**src/rtl/fpga_endpoint_uart_tx_pkg.sv**
```systemverilog
// Shared types and constants for the FPGA endpoint UART response serializer.
package fpga_endpoint_uart_tx_pkg;

  localparam int unsigned NUM_DATA_BYTES = 4;
  localparam int unsigned IDX_W          = 3;
  localparam logic [7:0]  STATUS_OK      = 8'h00;
  localparam logic [7:0]  STATUS_ERR     = 8'h01;

  typedef enum logic [1:0] {
    IDLE      = 2'd0,
    START_BIT = 2'd1,
    DATA_BITS = 2'd2,
    STOP_BIT  = 2'd3
  } tx_state_e;

  typedef struct packed {
    logic        err;
    logic [31:0] data;
  } rsp_t;

  function automatic logic [7:0] status_byte(input logic err);
    return err ? STATUS_ERR : STATUS_OK;
  endfunction

  // XOR over the status byte and the four data bytes
  function automatic logic [7:0] frame_xor(input rsp_t r);
    return status_byte(r.err) ^ r.data[7:0] ^ r.data[15:8] ^ r.data[23:16] ^ r.data[31:24];
  endfunction

endpackage

```
**src/rtl/fpga_uart_tx_byte.sv**
```systemverilog
// 8N1 byte serializer: owns baud/bit counters and start/data/stop sequencing.
// The data byte is latched at the end of the start bit; byte_done pulses after each stop bit.
module fpga_uart_tx_byte
  import fpga_endpoint_uart_tx_pkg::*;
#(
  parameter int unsigned CLKDIV_COUNT = 16
) (
  input  logic       clk,
  input  logic       n_rst,
  input  logic       start,
  input  logic       last,
  input  logic [7:0] byte_in,
  output logic       serial_out,
  output logic       ready,
  output logic       busy,
  output logic       byte_done
);

  localparam int unsigned     BAUD_W    = $clog2(CLKDIV_COUNT);
  localparam logic [BAUD_W-1:0] BAUD_LAST = BAUD_W'(CLKDIV_COUNT - 1);

  tx_state_e         state_q, state_d;
  logic [BAUD_W-1:0] baud_q, baud_d;
  logic [2:0]        bit_q, bit_d;
  logic [7:0]        shift_q, shift_d;
  logic              serial_d, ready_d, busy_d, byte_done_d;
  logic              baud_end_c;

  assign baud_end_c = (baud_q == BAUD_LAST);

  always_ff @(posedge clk or negedge n_rst) begin
    if (!n_rst) begin
      state_q    <= IDLE;
      baud_q     <= '0;
      bit_q      <= '0;
      shift_q    <= '0;
      serial_out <= 1'b1;
      ready      <= 1'b1;
      busy       <= 1'b0;
      byte_done  <= 1'b0;
    end else begin
      state_q    <= state_d;
      baud_q     <= baud_d;
      bit_q      <= bit_d;
      shift_q    <= shift_d;
      serial_out <= serial_d;
      ready      <= ready_d;
      busy       <= busy_d;
      byte_done  <= byte_done_d;
    end
  end

  // Next state plus counter/shift datapath; every bit boundary clears the baud counter
  always_comb begin
    state_d = state_q;
    baud_d  = baud_q;
    bit_d   = bit_q;
    shift_d = shift_q;
    case (state_q)
      IDLE: begin
        baud_d = '0;
        bit_d  = '0;
        if (start) state_d = START_BIT;
      end
      START_BIT: begin
        if (baud_end_c) begin
          baud_d  = '0;
          bit_d   = '0;
          shift_d = byte_in;
          state_d = DATA_BITS;
        end else begin
          baud_d = baud_q + BAUD_W'(1);
        end
      end
      DATA_BITS: begin
        if (baud_end_c) begin
          baud_d  = '0;
          shift_d = {1'b0, shift_q[7:1]};
          if (bit_q == 3'd7) state_d = STOP_BIT;
          else               bit_d   = bit_q + 3'd1;
        end else begin
          baud_d = baud_q + BAUD_W'(1);
        end
      end
      STOP_BIT: begin
        if (baud_end_c) begin
          baud_d  = '0;
          state_d = last ? IDLE : START_BIT;
        end else begin
          baud_d = baud_q + BAUD_W'(1);
        end
      end
      default: state_d = IDLE;
    endcase
  end

  // Outputs decoded from the next state so the registered line has no extra lag
  always_comb begin
    serial_d    = 1'b1;
    ready_d     = (state_d == IDLE);
    busy_d      = (state_d != IDLE);
    byte_done_d = (state_q == STOP_BIT) && baud_end_c;
    case (state_d)
      START_BIT: serial_d = 1'b0;
      DATA_BITS: serial_d = shift_d[0];
      default:   serial_d = 1'b1;
    endcase
  end

endmodule

```
**src/rtl/fpga_endpoint_uart_tx.sv**
```systemverilog
// Bus response serializer: status byte, 32-bit data little-endian, optional XOR checksum
// byte when FPGA_UART_TX_CHECKSUM_EN is defined.
module fpga_endpoint_uart_tx
  import fpga_endpoint_uart_tx_pkg::*;
#(
  parameter int unsigned FREQUENCY = 50_000_000,
  parameter int unsigned BAUD_RATE = 9600
) (
  input  logic        clk,
  input  logic        n_rst,
  input  logic        rsp_valid,
  input  logic [31:0] rsp_data,
  input  logic        rsp_err,
  output logic        rsp_ready,
  output logic        serial_out,
  output logic        tx_busy
);

  localparam int unsigned CLKDIV_COUNT = FREQUENCY / BAUD_RATE;
`ifdef FPGA_UART_TX_CHECKSUM_EN
  localparam int unsigned NUM_FRAME_BYTES = NUM_DATA_BYTES + 2;
`else
  localparam int unsigned NUM_FRAME_BYTES = NUM_DATA_BYTES + 1;
`endif
  localparam logic [IDX_W-1:0] LAST_IDX = IDX_W'(NUM_FRAME_BYTES - 1);

  rsp_t             rsp_in_c;
  rsp_t             cap_q;
  logic [IDX_W-1:0] byte_idx_q;
  logic [7:0]       byte_c;
  logic             xfer_c;
  logic             last_c;
  logic             byte_done;

  assign xfer_c = rsp_valid && rsp_ready;
  assign last_c = (byte_idx_q == LAST_IDX);

  always_comb begin
    rsp_in_c      = '0;
    rsp_in_c.err  = rsp_err;
    rsp_in_c.data = rsp_data;
  end

  always_ff @(posedge clk or negedge n_rst) begin
    if (!n_rst)      cap_q <= '0;
    else if (xfer_c) cap_q <= rsp_in_c;
  end

`ifdef FPGA_UART_TX_CHECKSUM_EN
  logic [7:0] chk_q;

  always_ff @(posedge clk or negedge n_rst) begin
    if (!n_rst)      chk_q <= '0;
    else if (xfer_c) chk_q <= frame_xor(rsp_in_c);
  end
`endif

  // Byte index advances after each stop bit and parks at zero between frames
  always_ff @(posedge clk or negedge n_rst) begin
    if (!n_rst)         byte_idx_q <= '0;
    else if (rsp_ready) byte_idx_q <= '0;
    else if (byte_done) byte_idx_q <= byte_idx_q + IDX_W'(1);
  end

  always_comb begin
    byte_c = status_byte(cap_q.err);
    case (byte_idx_q)
      IDX_W'(1): byte_c = cap_q.data[7:0];
      IDX_W'(2): byte_c = cap_q.data[15:8];
      IDX_W'(3): byte_c = cap_q.data[23:16];
      IDX_W'(4): byte_c = cap_q.data[31:24];
`ifdef FPGA_UART_TX_CHECKSUM_EN
      IDX_W'(5): byte_c = chk_q;
`endif
      default:   byte_c = status_byte(cap_q.err);
    endcase
  end

  fpga_uart_tx_byte #(
    .CLKDIV_COUNT(CLKDIV_COUNT)
  ) u_byte (
    .clk       (clk),
    .n_rst     (n_rst),
    .start     (xfer_c),
    .last      (last_c),
    .byte_in   (byte_c),
    .serial_out(serial_out),
    .ready     (rsp_ready),
    .busy      (tx_busy),
    .byte_done (byte_done)
  );

endmodule

```
**config.mk**
```make
export PLATFORM = sky130hd
export DESIGN_NAME = fpga_endpoint_uart_tx
export DESIGN_NICKNAME = d
export VERILOG_FILES = /design/src/rtl/fpga_endpoint_uart_tx_pkg.sv /design/src/rtl/fpga_uart_tx_byte.sv /design/src/rtl/fpga_endpoint_uart_tx.sv
export SDC_FILE = /design/constraint.sdc
export NUM_CORES = 1
export LEC_CHECK = 0
export ABC_AREA = 0
export CAP_MARGIN = 20
export CELL_PAD_IN_SITES_DETAIL_PLACEMENT = 1
export CELL_PAD_IN_SITES_GLOBAL_PLACEMENT = 2
export CORE_ASPECT_RATIO = 0.6
export CORE_UTILIZATION = 37
export CTS_BUF_LIST = sky130_fd_sc_hd__clkbuf_16
export DETAILED_ROUTE_END_ITERATION = 16
export PLACE_DENSITY = 0.85
export SLEW_MARGIN = 5
export SYNTH_ARGS = -nofsm -noshare
export SYNTH_HDL_FRONTEND = slang
export SYNTH_SLANG_ARGS = --single-unit
```
**constraint.sdc**
```tcl
create_clock -name clk -period 2.7 [get_ports clk]
set_input_delay 0.54 -clock clk [delete_from_list [all_inputs] [get_ports clk]]
set_output_delay 0.54 -clock clk [all_outputs]
set_load 0.1 [all_outputs]
```
# Word level (Yosys, flattened, before mapping)
# Cells that the tools add are included.
[totals]
input_bits = 36
output_inout_bits = 3
wordCells = 61
reg_bits = 66
[classes]
n_eq_ne = 14
muxes = 21
add_sub_neg = 3
reduce_logical = 11
[op_table]
columns = ["operator", "n"]
rows = [
  ["$pmux 8 s4", 1],
  ["$pmux 13 s2", 1],
  ["$mux 8", 2],
  ["$pmux 8 s2", 1],
  ["$mux 3", 5],
  ["$add 13x1->13 const B", 1],
  ["$eq 13x13->1 const B", 1],
  ["$mux 13", 1],
  ["$mux 2", 5],
  ["$pmux 3 s3", 1],
  ["$pmux 2 s4", 1],
  ["$add 3x1->3 const B", 2],
  ["$eq 2x2->1 const B", 3],
  ["$eq 3x2->1 const B", 2],
  ["$eq 3x3->1 const B", 2],
  ["$reduce_bool 2->1", 3],
  ["$eq 2x1->1 const B", 2],
  ["$logic_not 2->1", 2],
  ["$ne 2x1->1 const B", 2],
  ["$reduce_and 4->1", 1],
  ["$eq 3x1->1 const B", 1],
  ["$reduce_and 3->1", 1],
  ["$reduce_bool 3->1", 1],
  ["$reduce_or 3->1", 1],
  ["other kinds (4)", 6],
]

# Depth between registers and ports, before layout
# Gate-level depths: netlist (run 1).
[logic_depth]
ltp_word = 6
ltp_mapped = 10
depth_no_buf = 8

# Hierarchy
# A second synthesis (run 1) with hierarchy kept.
[hier_totals]
hier_cells = 265
area_unflattened_um2 = 3279.4
[modules_own_cells]
columns = ["mod", "cells_per_inst", "seq_area_each_um2", "n_inst", "area_each_um2"]
rows = [
  ["fpga_endpoint_uart_tx", 120, 900.9, 1, 1754.2],
  ["fpga_uart_tx_byte", 145, 753.2, 1, 1525.2],
]

# Least setup slack after synthesis (run 1)
# OpenSTA, ideal clock, no wires.
[synth_path]
path_type = "register to register"
from = "register u_byte.baud_q[0]"
to = "register u_byte.serial_out"
period_less_slack_ns = 1.947
stages_incl_launch_ff = 9
slack_ns = 0.753
arrival_time_ns = 1.879
path_cell_list = "dfrtp_1 ha_1 nand4bb_1 or3_1 buf_2 a2111oi_2 a211o_2 nor3_1 a21oi_2"
[synth_between]
elab_chain_len = 5
elab_cells_between_ends = 11
cone_classes = "eq/ne (3); mux (8)"
[synth_rtl]
columns = ["element", "line_no", "rtl"]
rows = [
  ["start, declared", "fpga_uart_tx_byte.sv:23", "logic [BAUD_W-1:0] baud_q, baud_d;"],
  ["start signal, assigned", "fpga_uart_tx_byte.sv:43", "baud_q <= baud_d;"],
  ["$eq 13x13->1 *", "fpga_uart_tx_byte.sv:29", "assign baud_end_c = (baud_q == BAUD_LAST);"],
  ["$mux 2, on equally long branches", "fpga_uart_tx_byte.sv:86, fpga_uart_tx_byte.sv:76, fpga_uart_tx_byte.sv:66", ""],
  ["$pmux 2 s4", "fpga_uart_tx_byte.sv:59", "case (state_q)"],
  ["$eq 2x2->1 or $eq 2x1->1 (tied branches)", "fpga_uart_tx_byte.sv:103", "case (state_d)"],
  ["$pmux 1 s2 *", "fpga_uart_tx_byte.sv:103", ""],
  ["via u_byte.serial_d", "fpga_uart_tx_byte.sv:26", "logic serial_d, ready_d, busy_d, byte_done_d;"],
  ["end signal, assigned", "fpga_uart_tx_byte.sv:46", "serial_out <= serial_d;"],
  ["end, declared", "fpga_uart_tx_byte.sv:13", "output logic serial_out,"],
]
# Mark *: on every way through the listed nets, which the timed path passes. The rest lies on a longest branch. The select of a mux whose other input is x is not followed.
# A chain may end at the register's enable or synchronous reset.

# Final worst setup path (run 1)
[layout_path]
from = "register byte_idx_q[1]"
to = "register u_byte.shift_q[3]"
[layout_between]
elab_chain_len = 4
elab_cells_between_ends = 7
cone_classes = "eq/ne (4); mux (3)"
[layout_rtl]
columns = ["element", "line_no", "rtl"]
rows = [
  ["start, declared", "fpga_endpoint_uart_tx.sv:29", "logic [IDX_W-1:0] byte_idx_q;"],
  ["start signal, assigned", "fpga_endpoint_uart_tx.sv:62", "else if (byte_done) byte_idx_q <= byte_idx_q + IDX_W'(1);"],
  ["$eq 3x3->1, or another cell as far along", "n/a", ""],
  ["$pmux 8 s4 *", "fpga_endpoint_uart_tx.sv:67", "case (byte_idx_q)"],
  ["$mux 8 *", "fpga_uart_tx_byte.sv:66", "if (baud_end_c) begin"],
  ["$pmux 8 s2 *", "fpga_uart_tx_byte.sv:59", ""],
  ["end signal, assigned", "fpga_uart_tx_byte.sv:45", "shift_q <= shift_d;"],
  ["end, declared", "fpga_uart_tx_byte.sv:25", "logic [7:0] shift_q, shift_d;"],
]
# Every way passes the cells marked *; elsewhere a longest branch is shown, timed or not. The select of a mux whose other input is x is not followed.

==> key figures, run 1 <==
Worst setup path
  • Worst path top cell family by delay: simple AND/OR/NAND/NOR gates
  • Largest stage delay, worst path: 560 ps
  • Critical Path Sink Type: register
  • WP buf/inv: 1
  • Critical path cell sequence: inv_1 -> ha_1 -> nor4_1 -> nor2_1 -> nand3_1 -> o21ai_1 -> mux2_1
  • CP Max Fanout: 9
  • Startpoint types: register
  • Crit path kind: register to register
  • Worst Path Arrival: 2420 ps
  • Worst Path Required: 2900 ps
  • Slowest-stage cell, CP: nor4_1

Power and ir drop
  • NetSw: 0.4262 mW
  • Pint: 1.637 mW
  • Comb power frac: 3.6%
  • Pwr dens: 525.9 mW/mm^2
  • Leakage: 1.851 nW
  • Clock power frac: 48.4%
  • Sw Share: 20.66%
  • Sequential share of power: 48.0%
  • Worst VDD drop: 307.0 uV

Floorplan
  • Die ar.: 0.008959 sq mm
  • Chip Width: 121.5 um
  • Initial Utilization: 39.15%
  • Die height: 73.72 um
  • Core Footprint: 0.008102 sq mm
  • Top Ports: 39
  • # rows: 25

Global route
  • Pin count of the biggest net entering global routing: 46
  • Vias in the first global route: 2,325
  • Gr usage total: 18.33%
  • Initial antenna violation count: 0
  • First-pass GRT wire length: 12,100 um
  • Grt total ovfl: 0

STA
  • RSZ-0062 raised after global routing: no
  • Hold WS: 203.9 ps
  • Tmin final: 2219 ps
  • Final hold violations: 0
  • Final TNS setup: 0 ps
  • Part of the cycle the worst path needs: 82.18%
  • FMAX: 0.4507 GHz
  • Worst Max-Slew Pin Slew: 559.4 ps
  • Final Max Slew Viols: 0
  • Slew HR: 62.36%
  • Final setup violation count: 0
  • Clk_skew: 4.447 ps

Drt
  • Vias after detailed routing: 2,227
  • TritonRoute pass-1 iters: 4
  • Drt wl/cell: 17.24 um
  • Routed Antenna Nets: 0
  • DRT iter0 DRCs: 142
  • Vias/cell: 5.290
  • DRC violations left: 0
  • Detailed Route WL: 7259 um

Place
  • Placed insts: 406
  • Final Wtd Congestion: 0.7681
  • IO Port Bufs: 38
  • Hpwl dp: 5214 um
  • Area after DPL: 0.003670 sq mm

Run status
  • Status: finished clean

Cells and area
  • NumNets Final: 360
  • Layout cells sized above 1: 19.17%
  • Design Area, Final: 0.003923 sq mm
  • Layout Cells excl Fill: 421
  • Layout area overhead: 23.67%
  • Fillers: 846
  • Ant diodes: 0

Logic synthesis
  • EDFF count, synth: 0
  • Post-synthesis register bit count: 66
  • Synth Net Count: 319
  • Cells after synthesis: 268
  • Synth unique cells: 42
  • Synthesis Warnings: 0
  • Syn_area_per_cell: 11.84 sq um
  • Prevailing post-synth register cell: dfrtp_1
  • Async S/R FF share, synth: 100.0%
  • Synth Cell Area: 0.003172 sq mm
  • Post-synthesis sequential area ratio: 52.15%

Job
  • Max_cap viols: 0

Clock network
  • Setup bufs post-CTS: 0
  • CTS tree: yes
  • Clock sinks: 66
  • Clock-pin slew on the worst setup and hold paths: 50 ps
  • Htree depth: 3
  • Total CTS buffers: 9
  • # hold bufs at CTS: 0
  • Post-cts resize count: 0
  • Clk root buf: clkbuf_16
  • Worst-skew pair later-pin latency: 330 ps
  • Clock buffer depth: 2

Min path
  • Worst min-delay path class: input pin to async pin
-- synth_stat cells, drive strengths merged, types with 3 or more instances --
library cell,count,area [sq um]
nor3,3,15.01
xnor2,8,70.07
inv,9,33.78
nand2,5,18.77
clkbuf,10,37.54
a211oi,3,22.52
a22oi,9,67.56
o21ai,9,48.79
dfrtp,64,1602
nand4bb,3,33.78
nand3,13,65.06
a221oi,7,61.31
a31oi,3,18.77
a22o,5,43.79
mux2,40,450.4
and3,5,31.28
ha,15,187.7
nor2,29,108.9
xor2,4,35.03
-- area by class of cell --
cell class / instances / area [sq um] / share of cell area, %
sequential: 66 / 1654 / 42.17
multi-input combinational: 181 / 1436 / 36.62
timing repair buffer: 42 / 410.4 / 10.46
clock buffer: 9 / 225.2 / 5.742
tap: 108 / 135.1 / 3.445
inverter: 9 / 33.78 / 0.8612
clock inverter: 6 / 27.53 / 0.7018
-- worst paths after layout --
check,from,to,slack [ps],depth (start not counted)
min in group clk,u_byte.shift_q[7]$_DFFE_PN0P_,u_byte.shift_q[7]$_DFFE_PN0P_,480,2
max reg2reg,byte_idx_q[1]$_DFFE_PN0P_,u_byte.shift_q[3]$_DFFE_PN0P_,480,7
min,n_rst,u_byte.state_q[0]$_DFF_PN0_,200,1
min reg2reg,u_byte.shift_q[7]$_DFFE_PN0P_,u_byte.shift_q[7]$_DFFE_PN0P_,480,2
max,byte_idx_q[1]$_DFFE_PN0P_,u_byte.shift_q[3]$_DFFE_PN0P_,480,7
max in group asynchronous,n_rst,cap_q[29]$_DFFE_PN0P_,1860,2
-- logic make-up (layout without fill, tap and decap cells) --
group | Yosys count | in the layout | synth area share, %
flip-flops | 66 | 66 | 52.15
buffers and inverters | 21 | 66 | 2.564
AND/OR/NAND/NOR | 68 | 68 | 10.61
adder cells (fa/ha/maj) | 15 | 15 | 5.917
multiplexers | 41 | 41 | 14.52
XOR/XNOR | 12 | 12 | 3.314
AO/OA/AOI/OAI | 45 | 45 | 10.93
-- per-stage QoR --
stage          total power, mW  worst slack (ps)  utilization (%)
2_1_floorplan            1.008             753.2                -
6_report                 2.063             481.0            48.42
5_1_grt                  2.140             263.8            48.42
4_1_cts                  2.096             461.0            48.42
3_3_place_gp             1.084             612.4            45.30
3_5_place_dp             1.084             506.1            45.30
-- metal layers --
metal / track usage [%] / up-vias / wire, um
li1: - / 1048 / -
met1: 27.04 / 1133 / 3879
met2: 25.13 / 40 / 3066
met3: 6.056 / 6 / 250
met4: 5.350 / 0 / 63
met5: 0 / - / 0
-- power by group through the flow --
stage               registers, mW  clock network, mW  logic [mW]
finish                      0.990              0.998      0.0742
CTS                         0.990               1.03      0.0769
global placement             1.01                  0      0.0763
floorplan                    1.01                  0    0.000574
global route                0.989               1.07      0.0811
detailed placement           1.01                  0      0.0765
-- flip-flops by register name (all words and copies together), names as in the netlist --
name               cells
cap_q                 33
u_byte.baud_q         13
u_byte.shift_q         8
byte_idx_q             3
u_byte.bit_q           3
u_byte.state_q         2
u_byte.busy            1
u_byte.byte_done       1
u_byte.ready           1
u_byte.serial_out      1
-- cells in the final DEF (no fill, tap or decap), types with 2 or more instances in the layout --
cell type | Yosys | final
dfrtp_1 | 64 | 64
clkdlybuf4s50_1 | 0 | 34
mux2_2 | 33 | 33
nor2_1 | 29 | 29
ha_1 | 15 | 15
nand3_1 | 13 | 13
inv_1 | 8 | 10
a22oi_1 | 9 | 9
clkbuf_16 | 0 | 9
xnor2_1 | 8 | 8
o21ai_1 | 7 | 7
a221oi_1 | 7 | 7
mux2_1 | 7 | 7
buf_4 | 0 | 6
nand2_1 | 5 | 5
and3_1 | 5 | 5
a22o_1 | 5 | 5
xor2_1 | 4 | 4
nand4bb_1 | 3 | 3
nor3_1 | 3 | 3
a31oi_1 | 3 | 3
a211oi_1 | 3 | 3
or3_1 | 2 | 2
nand2b_1 | 2 | 2
and2_1 | 2 | 2
clkinv_1 | 0 | 2
dfstp_2 | 2 | 2
No activity file was read; power rests on OpenSTA's default activity.
==> run 2, diff against run 1 <==
--- a/config.mk
+++ b/config.mk
@@ -10,10 +10,10 @@
 export CELL_PAD_IN_SITES_DETAIL_PLACEMENT = 1
 export CELL_PAD_IN_SITES_GLOBAL_PLACEMENT = 2
 export CORE_ASPECT_RATIO = 0.6
-export CORE_UTILIZATION = 37
+export CORE_UTILIZATION = 33
 export CTS_BUF_LIST = sky130_fd_sc_hd__clkbuf_16
 export DETAILED_ROUTE_END_ITERATION = 16
-export PLACE_DENSITY = 0.85
+export PLACE_DENSITY = 0.8
 export SLEW_MARGIN = 5
 export SYNTH_ARGS = -nofsm -noshare
 export SYNTH_HDL_FRONTEND = slang
==> constraint.sdc (replaced) <==
create_clock -name clk -period 1.9 [get_ports clk]
set_input_delay 0.38 -clock clk [delete_from_list [all_inputs] [get_ports clk]]
set_output_delay 0.38 -clock clk [all_outputs]
set_load 0.1 [all_outputs]
==> key figures, run 2 (synthesis gave the netlist of run 1 again) <==
Power and ir drop
  • Pwr dens: 726.9 mW/mm^2 (+38%)
  • Pint: 2.618 mW (+60%)
  • Comb power frac: 3.3% (-0.3 points)
  • Clock power frac: 53.9% (+5.5 points)
  • Worst VDD drop: 441.1 uV (+44%)
  • Sequential share of power: 42.8% (-5.2 points)
  • Sw Share: 20.32% (-0.35 points)
  • Leakage: 2.068 nW (+12%)
  • NetSw: 0.6676 mW (+57%)

Cells and area
  • Most frequent cells in the layout: dfrtp_1, clkdlybuf4s50_1, mux2_2
  • Biggest regs: cap_q: 33 flops, u_byte.baud_q: 13 flops, u_byte.shift_q: 8 flops
  • Layout area overhead: 42.52%
  • Ant diodes: 0 (unchanged)
  • Biggest register: cap_q
  • Layout Cells excl Fill: 472 (+12%)
  • Max reg flops: 33 (unchanged)
  • Fillers: 964 (+14%)
  • Layout cells sized above 1: 38.01% (+19 points)
  • NumNets Final: 388 (+7.8%)
  • Leading cell type in the layout, fill and taps excluded: dfrtp_1

Drt
  • DRC violations left: 0 (unchanged)
  • DRT iter0 DRCs: 83 (-42%)
  • Vias after detailed routing: 2,288 (+2.7%)
  • Routed Antenna Nets: 0 (unchanged)
  • Detailed Route WL: 8088 um (+11%)
  • TritonRoute pass-1 iters: 5 (+1)
  • Drt wl/cell: 17.14 um (-0.62%)
  • Vias/cell: 4.847 (-8.4%)

Worst setup path
  • Worst Path Required: 2170 ps (-730 ps)
  • Startpoint types: register
  • Slowest-stage cell, CP: or3_4
  • WP buf/inv: 0 (-1)
  • CP Max Fanout: 5 (-4)
  • Worst r2r src: u_byte.baud_q[9]$_DFF_PN0_
  • Largest stage delay, worst path: 450 ps (-110 ps)
  • CP Launch Point: u_byte.baud_q[9]$_DFF_PN0_
  • Crit path kind: register to register
  • Worst path top cell family by delay: simple AND/OR/NAND/NOR gates
  • R2R setup slack: 2 ps (-480 ps)
  • Worst Path Arrival: 2170 ps (-250 ps)
  • Critical path cell sequence: nand4bb_4 -> or3_4 -> a2111oi_4 -> a211o_2 -> nor3_2 -> a21oi_2
  • Critical Path Sink Type: register

STA
  • RSZ-0062 raised after global routing: yes
  • Clk_skew: 4.795 ps (+0.3483 ps)
  • FMAX: 0.5269 GHz (+17%)
  • Tmin final: 1898 ps (-321.3 ps)
  • Worst Max-Slew Pin Slew: 566.0 ps (+6.590 ps)
  • Final hold violations: 0 (unchanged)
  • Final setup violation count: 0 (unchanged)
  • Part of the cycle the worst path needs: 99.88% (+18 points)
  • Slew HR: 62.26% (-0.095 points)
  • Final Max Slew Viols: 0 (unchanged)
  • Hold WS: 38.67 ps (-165.2 ps)

Global route
  • Gr usage total: 18.08% (-0.25 points)
  • Initial antenna violation count: 0 (unchanged)
  • Pin count of the biggest net entering global routing: 34 (-26%)
  • First-pass GRT wire length: 13,590 um (+12%)
  • Grt total ovfl: 0 (unchanged)
  • Vias in the first global route: 2,643 (+14%)

Floorplan
  • Die ar.: 0.01002 sq mm (+12%)
  • # rows: 27 (+8.0%)
  • Initial Utilization: 34.27% (-4.9 points)
  • Top Ports: 39 (unchanged)
  • Die height: 77.94 um (+5.7%)
  • Chip Width: 128.6 um (+5.8%)
  • Core Footprint: 0.009256 sq mm (+14%)

Clock network
  • Clock sinks: 66 (unchanged)
  • Htree depth: 3 (unchanged)
  • # hold bufs at CTS: 0 (unchanged)
  • CTS tree: yes
  • Worst-skew pair later-pin latency: 330 ps (about the same)
  • Clk root buf: clkbuf_16
  • Total CTS buffers: 9 (unchanged)
  • Clock buffer depth: 2 (unchanged)
  • Clock-pin slew on the worst setup and hold paths: 60 ps (about the same)

Run status
  • Status: finished clean

Place
  • IO Port Bufs: 38 (unchanged)
  • Placed insts: 455 (+12%)
  • Final Wtd Congestion: 0.7044 (-8.3%)
  • Hpwl dp: 5755 um (+10%)

Job
  • Max_cap viols: 0 (unchanged)

Min path
  • Worst min-delay path class: input pin to async pin
[run 2: cell types whose count changed in the layout (fill, tap and decap cells not counted), moves of 5 or more]
cell / change
inv_1: -5
a221oi_1: -6
buf_4: +24
ha_1: -6
a221oi_2: +5
[run 2: repair_timing]
action,in CTS,in global routing
resized for setup,26,20
endpoints found under the setup margin,13,12
pin swaps,4,3
setup buffers,0,1
[run 2: path summary, 6_finish.rpt]
| check | to | depth (start not counted) |
|---|---|---|
| worst min register to register | u_byte.shift_q[5]$_DFFE_PN0P_ | 1 |
| min in group clk | u_byte.shift_q[5]$_DFFE_PN0P_ | 1 |
| worst max-delay path | u_byte.serial_out$_DFF_PN1_ | 6 |
| max in group asynchronous | byte_idx_q[1]$_DFFE_PN0P_ | 2 |
| worst min-delay path | u_byte.busy$_DFF_PN0_ | 1 |
| worst max register to register | u_byte.serial_out$_DFF_PN1_ | 6 |
[run 2: layout make-up]
type	count	area, sq um	share of cell area (%)
tap	130	162.7	3.598
sequential	66	1659	36.70
clock buffer	9	225.2	4.982
timing repair buffer	70	661.9	14.64
clock inverter	7	93.84	2.076
inverter	9	33.78	0.7473
multi-input combinational	181	1684	37.25
[run 2: power groups by stage]
stage | logic (mW) | registers [mW] | clock network, mW
6_report | 0.109 | 1.41 | 1.77
5_1_grt | 0.119 | 1.41 | 1.86
4_1_cts | 0.113 | 1.41 | 1.81
3_5_place_dp | 0.112 | 1.43 | 0
3_3_place_gp | 0.110 | 1.43 | 0
2_1_floorplan | 0.000815 | 1.43 | 0
[run 2: routing by layer]
layer	vias up	wire length (um)	global-route usage, %	part of all wire, %
met2	27	3675	28.00	45
met4	0	99	6.706	1.2
met5	-	0	0	0
met1	1147	4070	24.51	50
li1	1105	-	-	-
met3	9	243	4.276	3.0
[run 2: stage by stage]
step	util (%)	cell area [sq um]	total power [mW]	setup slack (ps)	setup TNS, ps
floorplan	-	3182	1.433	22.96	0
global placement	42.57	3940	1.541	-74.37	-484.3
detailed placement	42.57	3940	1.543	-165.1	-1092
CTS	47.66	4412	3.333	-31.61	-73.73
global route	48.84	4521	3.387	-71.79	-170.6
finish	48.84	4521	3.286	2.279	0
